===== src/rtl/pipe_stage_reg.sv =====
// pipe_stage_reg: valid/ready pipeline boundary register with a 2-entry skid buffer,
// synchronous flush and a saturating downstream-starvation counter.
module pipe_stage_reg #(
  parameter int CTRL_W = 32,
  parameter int DATA_W = 128,
  parameter logic [CTRL_W-1:0] CTRL_NOP = '0,
  parameter int CNT_W = 16
) (
  input  logic              clk_50MHz,
  input  logic              rst,
  input  logic              flush,
  input  logic              in_valid,
  output logic              in_ready,
  input  logic [CTRL_W-1:0] in_ctrl,
  input  logic [DATA_W-1:0] in_data,
  output logic              out_valid,
  input  logic              out_ready,
  output logic [CTRL_W-1:0] out_ctrl,
  output logic [DATA_W-1:0] out_data,
  output logic [1:0]        occupancy,
  output logic [CNT_W-1:0]  bubble_cnt
);
  logic [CTRL_W-1:0] main_ctrl, skid_ctrl;
  logic [DATA_W-1:0] skid_data;
  logic [1:0] occ_n;
  logic acc, rel;
  assign acc = in_valid & in_ready;
  assign rel = out_valid & out_ready;
  assign out_valid = occupancy != 2'd0;
  assign out_ctrl = out_valid ? main_ctrl : CTRL_NOP;
  always_comb occ_n = flush ? 2'd0 : occupancy + {1'b0, acc} - {1'b0, rel};
  always_ff @(posedge clk_50MHz or posedge rst) begin
    if (rst) begin
      occupancy  <= 2'd0;
      in_ready   <= 1'b1;
      main_ctrl  <= CTRL_NOP;
      out_data   <= '0;
      skid_ctrl  <= '0;
      skid_data  <= '0;
      bubble_cnt <= '0;
    end else begin
      occupancy <= occ_n;
      in_ready  <= occ_n != 2'd2;
      if (!flush) begin
        if (rel && occupancy == 2'd2) begin
          main_ctrl <= skid_ctrl;
          out_data  <= skid_data;
        end else if (acc && (occupancy == 2'd0 || rel)) begin
          main_ctrl <= in_ctrl;
          out_data  <= in_data;
        end
        if (acc && occupancy == 2'd1 && !rel) begin
          skid_ctrl <= in_ctrl;
          skid_data <= in_data;
        end
      end
      if (!out_valid && out_ready && !flush && !(&bubble_cnt))
        bubble_cnt <= bubble_cnt + CNT_W'(1);
    end
  end
endmodule


===== config.mk =====
export PLATFORM = sky130hd
export DESIGN_NAME = pipe_stage_reg
export DESIGN_NICKNAME = d
export VERILOG_FILES = /design/src/rtl/pipe_stage_reg.sv
export SDC_FILE = /design/constraint.sdc
export NUM_CORES = 1
export LEC_CHECK = 0
export CAP_MARGIN = 20
export CORE_ASPECT_RATIO = 1.2
export CORE_MARGIN = 2
export CORE_UTILIZATION = 46
export DETAILED_ROUTE_END_ITERATION = 16
export HOLD_SLACK_MARGIN = 0.02
export PLACE_DENSITY = 0.86
export SLEW_MARGIN = 20
export SYNTH_ARGS = -nofsm -noshare
export SYNTH_HDL_FRONTEND = slang
export SYNTH_SLANG_ARGS = --single-unit

===== constraint.sdc =====
create_clock -name clk_50MHz -period 11.6 [get_ports clk_50MHz]
set_input_delay 2.9 -clock clk_50MHz [delete_from_list [all_inputs] [get_ports clk_50MHz]]
set_output_delay 2.9 -clock clk_50MHz [all_outputs]
set_load 0.02 [all_outputs]

After elaboration in Yosys (flattened, before gate mapping)
Index checks and enable logic that the tools add are counted.
{"block": "word_totals", "out_inout_bits": 180, "ff_bits": 339}
{"block": "classes", "n_addsub": 3, "reduce_logical": 18, "bitwise_logic": 3, "eq_ne": 3, "n_mux": 6}
{"op": "128-bit 2-to-1 mux", "count": 2}
{"op": "32-bit 2-to-1 mux", "count": 3}
{"op": "16-bit by 1-bit adder with 16-bit output (second input constant)", "count": 1}
{"op": "16-bit AND reduction", "count": 1}
{"op": "1-bit logical AND", "count": 7}
{"op": "1-bit logical NOT", "count": 4}
{"op": "2-bit AND reduction", "count": 2}
{"op": "2-bit nonzero test", "count": 2}
{"op": "2-bit by 1-bit adder with 2-bit output", "count": 1}
{"op": "1-bit bitwise AND", "count": 2}
{"op": "2-bit by 1-bit == test with 1-bit output (second input constant)", "count": 1}
{"op": "2-bit == test (second input constant)", "count": 1}
{"op": "2-bit logical NOT", "count": 1}
{"op": "2-bit 2-to-1 mux", "count": 1}
{"op": "2-bit != test (second input constant)", "count": 1}
{"op": "2-bit by 1-bit subtractor with 2-bit output", "count": 1}
{"op": "1-bit logical OR", "count": 1}
{"op": "1-bit inverter", "count": 1}

Depth between registers and ports, before layout
Gate-level depths: netlist of the first run.
{"block": "depth", "word_depth": 6, "mapped_depth": 10, "ltp_nobuf": 9}

Worst setup path after synthesis of the first run
Ideal clock, no wire load.
{"block": "synth_path", "path_type": "input -> register", "startpoint": "input port in_valid", "endpoint": "register skid_ctrl[0]", "stages": 6, "t_arrival_ps": 4236, "path_buffers": 2, "path_slack_ps": 7239, "t_required_ps": 11475, "cell_sequence": "and2_1 -> inv_1 -> nor4_4 -> clkbuf_1 -> buf_2 -> mux2_2"}
{"block": "synth_between", "elab_chain_cells": 4}
{"item": "from (decl)", "line": "12", "source": "input logic in_valid,"}
{"item": "1-bit bitwise AND", "line": "27", "source": "assign acc = in_valid & in_ready;"}
{"item": "1-bit logical AND (2 in a row)", "line": "52", "source": "if (acc && occupancy == 2'd1 && !rel) begin"}
{"item": "2-bit AND reduction (no source line)"}
{"item": "to (signal assigned)", "line": "53", "source": "skid_ctrl <= in_ctrl;"}
{"item": "to (decl)", "line": "23", "source": "logic [CTRL_W-1:0] main_ctrl, skid_ctrl;"}
Every way passes these cells.
A chain may end at the register's enable or synchronous reset.

Final worst setup path of the first run
{"block": "layout_path", "startpoint": "register occupancy[1]", "endpoint": "output port out_ctrl[1]"}
{"block": "layout_between", "elab_chain_cells": 2}
{"item": "from (decl)", "line": "20", "source": "output logic [1:0] occupancy,"}
{"item": "from (signal assigned)", "line": "42", "source": "occupancy <= occ_n;"}
{"item": "2-bit nonzero test", "line": "29", "source": "assign out_valid = occupancy != 2'd0;"}
{"item": "32-bit 2-to-1 mux", "line": "30", "source": "assign out_ctrl = out_valid ? main_ctrl : CTRL_NOP;"}
{"item": "to (decl)", "line": "18", "source": "output logic [CTRL_W-1:0] out_ctrl,"}
Every way passes these cells.

==> qor.csv, run 1 <==
metric;value;unit
synth_xor_area_share;0.8754;%
cp.required;8700;ps
slew_headroom;17.32;%
grt_usage;19.63;%
synth_adder_area_share;0.2501;%
synth_compound_area_share;0.09170;%
netlist_instances;985;
design.core.area;0.03216;mm2
avgSynthCellArea;15.24;um2
synth_top_area_share;56.36;%
slew_viol_final;0;
cts_tree;done;
clock_latency;510;ps
critical_path_class;reg -> out;
r2r_cells;6;
totalWireLength;33510;um
area_delta_synth_final;32.56;%
nNetsFinal;1490;
cap_violations;0;
stdcell_area;0.01989;mm2
hold_depth;1;
numPlacedInstances;1691;
synth.mux.area_fraction;36.17;%
synth_top_family_by_area;multiplexers;
drive_gt1_share;41.29;%
tightest_slew;1240;ps
cellLeakagePower;8.400;nW
postRouteAntennaNets;0;
vias;9197;
antenna_found_initial;2;
synth-async-reset-ratio;100.0;%
layout_min_cycle_time;5345;ps
rsz0062_at_grt;false;
cp_max_fo;37;
yosys-top-cells-count;mux2_2 (482), dfrtp_1 (338), nor2b_1 (33), buf_2 (23), xor2_1 (15);
place_area;0.01874;mm2
rows;72;
yosys_warnings;0;
via_per_inst;5.249;
start_kind;register;
first_global_vias;10110;
cts_sinks;339;
synth_area_leader_cell;dfrtp_1;
cts_resized;0;
synth.net_count;1153;
crit_arrival;2440;ps
hpwl;21530;um
synth_flop_cell;dfrtp_1;
grt_pass1_wl;53630;um
hold_class;reg -> reg;
place.gp.congestion;0.8017;
die_w;168.9;um
skew;9.311;ps
final_hold_viol_count;0;
ys_seq_elements;339;
die_area;0.03409;mm2
synth_top_cells_by_area;dfrtp_1 (56%), mux2_2 (36%), nor2b_1 (1.4%);
cts_hold_buf;0;
cts.path.max_buffers;3;
final_cell_count_no_fill;1752;
drt_iter0_drc;392;
wire_per_inst;19.13;um
yosysMostFrequentCell;mux2_2;
status;complete, no violations;
fillers;2435;
cts_setup_buffers;0;
dr.pass1.iters;4;
regArea;0.008484;mm2
p_per_area;266.1;mW/mm2
portBuffers;344;
timing.hold.ws;497.1;ps
die_y;201.9;um
max_freq;187.1;MHz
ios;345;
drc;0;
numCtsBuffers;36;
multi_input_comb_area;0.006170;mm2
htree_levels;2;
clock-root-buffer;clkbuf_16;
setup_viol;0;
grt_max_degree;179;
synth.distinct_cells;31;
yosysSeqAreaShare;56.53;%
initial_utilization;46.67;%
synth_edf_count;0;
clk_pin_slew;60;ps
grt_remaining_overflow;0;
crit_path_end_kind;primary output;
syn_area;0.01501;mm2
setup_tns;0;ps
finalCritPeriodShare;46.08;%
synth-simple-area-share;3.593;%
peakVddDrop;161.5;uV
area by class of cell:
cell class | count | area share (%)
Sequential cell | 339 | 42.65
Multi-Input combinational cell | 586 | 31.01
Timing Repair Buffer | 354 | 17.87
Clock buffer | 50 | 5.252
Tap cell | 407 | 2.560
Clock inverter | 10 | 0.5283
Inverter | 5 | 0.1132
Antenna cell | 1 | 0.01258
critical path, stage by stage (launching register included):
cell and delay, ps:
dfrtp_1 500, nor2_4 60, buf_4 310, nor2b_1 360, clkdlybuf4s50_1 690
report_power, final:
group / switching [W] / internal (W) / leakage (nW) / total (W)
Combinational: 0.000954 / 0.00119 / 3.70 / 0.00214
Sequential: 0.000291 / 0.00174 / 4.14 / 0.00203
Clock: 0.000451 / 0.000671 / 0.565 / 0.00112
logic make-up (layout without fill, tap and decap cells):
logic type,after synthesis,in the layout
xor+xnor,15,15
buf+inv,60,419
simple gates,84,84
flops,339,339
fa+ha+maj,3,3
mux,482,482
other cells,0,1
compound gates,2,2
placed cells by master (no fill, tap or decap), types with 2 or more instances in the layout:
cell	n
buf_12	3
nor2b_1	33
inv_1	4
nor2_1	5
nand2_1	8
nor3b_1	2
clkbuf_16	37
and2_1	3
nand4_1	4
ha_1	3
clkinvlp_4	3
clkinv_2	6
nor4_1	5
dfrtp_1	338
nand3_1	2
nor4_4	3
xor2_1	15
bufinv_16	2
nor3_1	7
nand2b_1	2
clkbuf_1	6
clkbuf_8	7
mux2_2	482
buf_4	7
and3_1	3
clkdlybuf4s50_1	344
state kept, by name, indices dropped and copies added, names as in the netlist:
| register | flops |
|---|---|
| bubble_cnt | 16 |
| in_ready | 1 |
| main_ctrl | 32 |
| occupancy | 2 |
| out_data | 128 |
| skid_ctrl | 32 |
| skid_data | 128 |
metal layers:
metal | track usage, % | share of wire [%]
met1 | 22.70 | 40
met2 | 34.12 | 50
met3 | 6.501 | 7.5
met4 | 6.743 | 2.9
met5 | 0 | 0.039
worst paths after layout:
check,start,end,slack (ps)
max,occupancy[1],out_ctrl[1],6260
min,main_ctrl[30],main_ctrl[30],500
max reg2reg,occupancy[1],main_ctrl[31],8590
min reg2reg,main_ctrl[30],main_ctrl[30],500
max in group asynchronous,rst,skid_data[4],7110
min in group asynchronous,rst,out_data[6],2930
through the flow:
| stage | setup WS (ps) | utilization [%] | total power [W] |
|---|---|---|---|
| after floorplan | 4168 | - | 0.003277 |
| after CTS | 6223 | 61.85 | 0.005354 |
| after detailed placement | 6045 | 58.28 | 0.004202 |
| final | 6255 | 61.86 | 0.005294 |
| after global placement | 6093 | 58.28 | 0.004118 |
| after global routing | 6201 | 61.86 | 0.005577 |
(Power assumes the default switching activity.)
==> run 2: changes to the inputs <==
--- a/config.mk
+++ b/config.mk
@@ -8,10 +8,10 @@
 export CAP_MARGIN = 20
 export CORE_ASPECT_RATIO = 1.2
 export CORE_MARGIN = 2
-export CORE_UTILIZATION = 46
+export CORE_UTILIZATION = 51
 export DETAILED_ROUTE_END_ITERATION = 16
 export HOLD_SLACK_MARGIN = 0.02
-export PLACE_DENSITY = 0.86
+export PLACE_DENSITY = 0.9
 export SLEW_MARGIN = 20
 export SYNTH_ARGS = -nofsm -noshare
 export SYNTH_HDL_FRONTEND = slang
==> constraint.sdc (replaced) <==
create_clock -name clk_50MHz -period 5.1 [get_ports clk_50MHz]
set_input_delay 1.275 -clock clk_50MHz [delete_from_list [all_inputs] [get_ports clk_50MHz]]
set_output_delay 1.275 -clock clk_50MHz [all_outputs]
set_load 0.02 [all_outputs]
==> qor.csv, run 2 (same netlist as run 1, synthesis figures left out) <==
metric;value;unit
peakVddDrop;437.8;uV
layout_min_cycle_time;3632;ps
first_global_vias;10120;
drc;0;
top_regs;out_data: 128 flops, skid_data: 128 flops;
ios;345;
design.core.area;0.02884;mm2
r2r_end;bubble_cnt[12];
final_common_cell;mux2_2;
status;complete, no violations;
hold_class;reg -> reg;
cp.required;3830;ps
final_hold_viol_count;0;
cap_violations;0;
seqPwrFrac;38.4;%
most-common-layout-cells;mux2_2 (482), clkdlybuf4s50_1 (344), dfrtp_1 (338);
startpoint;occupancy[1];
drt_iter0_drc;342;
grt_max_degree;108;
hpwl;22080;um
critical_path_class;reg -> out;
die_w;160.6;um
rsz0062_at_grt;false;
pwr-share-comb;40.3;%
cts_sinks;339;
p_total;0.01214;W
p_clk_share;21.4;%
clock-root-buffer;clkbuf_16;
portBuffers;344;
p_switching;0.003876;W
r2r_slack;2630;ps
setup_viol;0;
clock_latency;500;ps
die_y;191.9;um
drive_gt1_share;41.38;%
finalCritPeriodShare;71.21;%
gr-usage-met2;38.63;%
grt_use_met1;26.11;%
tightest_slew;832.3;ps
crit_path_end_kind;primary output;
totalWireLength;33900;um
postRouteAntennaNets;0;
cts_tree;done;
place_area;0.01878;mm2
die_area;0.03082;mm2
critPathCapture;out_ctrl[16];
slew_headroom;44.40;%
place.gp.congestion;0.7958;
slew_viol_final;0;
via_per_inst;5.314;
cts_hold_buf;0;
start_kind;register;
cts_setup_buffers;0;
cellLeakagePower;8.461;nW
stdcell_area;0.01999;mm2
nNetsFinal;1490;
dr.pass1.iters;4;
skew;15.92;ps
grt_usage;21.95;%
top_usage_layer;met2;
use_met3;6.154;%
cp_max_fo;23;
grt_remaining_overflow;0;
cts_resized;0;
max_freq;275.3;MHz
p_per_area;607.5;mW/mm2
wire_per_inst;19.57;um
clk_pin_slew;60;ps
grt_pass1_wl;53960;um
antenna_found_initial;1;
crit_arrival;2360;ps
internal_power;0.008269;W
area_delta_synth_final;33.21;%
cts.path.max_buffers;3;
r2r_cells;5;
numCtsBuffers;35;
rows;68;
initial_utilization;52.03;%
vias;9204;
sw_frac_of_total;31.91;%
fillers;1932;
r2r-start;occupancy[1];
htree_levels;2;
## run 2: cell types whose count changed in the layout (fill, tap and decap cells not counted), sizes merged
cell / delta
clkbuf: +4
clkinv: -1
clkinvlp: -2
buf: +1
## run 2: routing by layer
layer,part of all wire (%),vias to the layer above
met5,0,-
met4,3.2,0
met3,7.0,68
met2,51,288
met1,39,4670
li1,-,4178
## run 2: worst min path at each step
| stage | startpoint | end | depth (start not counted) |
|---|---|---|---|
| final | main_ctrl[29] | main_ctrl[29] | 1 |
| after global routing | skid_data[69] | skid_data[69] | 1 |
| after CTS | main_ctrl[9] | main_ctrl[9] | 1 |
| after detailed placement | main_ctrl[28] | main_ctrl[28] | 1 |
| after global placement | main_ctrl[22] | main_ctrl[22] | 1 |
| after floorplan | main_ctrl[0] | main_ctrl[0] | 1 |
## run 2: per-stage QoR
step / worst slack, ps / std cells / hold slack [ps] / setup TNS (ps) / util, %
after floorplan: -706.7 / 985 / 472.6 / -238880 / -
after global placement: 1492 / 1669 / 482.5 / 0 / 65.10
after detailed placement: 1474 / 1669 / 487.3 / 0 / 65.10
after CTS: 1045 / 1730 / 501.3 / 0 / 69.21
after global routing: 1338 / 1732 / 515.5 / 0 / 69.31
final: 1468 / 1732 / 495.3 / 0 / 69.31
## run 2: final cells by class
class                   instances  area (um2)  share of cell area, %
well taps                     385       481.7                  2.410
clock inverters                 7       85.08                 0.4256
inverters                       5       22.52                 0.1127
multi-input cells             586        6170                  30.86
flip-flops and latches        339        8484                  42.44
repair buffers                355        3646                  18.24
diodes                          1       2.502                0.01252
clock buffers                  54        1100                  5.501
## run 2: power by group through the flow
stage          clock [W]  sequential [W]  combinational, W
4_1_cts          0.00266         0.00466           0.00492
3_5_place_dp           0         0.00468           0.00488
6_report         0.00260         0.00466           0.00489
3_3_place_gp           0         0.00458           0.00478
2_1_floorplan          0         0.00519           0.00227
5_1_grt          0.00277         0.00482           0.00519
## run 2: critical path, cell delays in order, from the launching register on
cell and delay [ps]:
dfrtp_1 490, nor2_4 480, buf_16 240, nor2b_1 60, clkdlybuf4s50_1 570
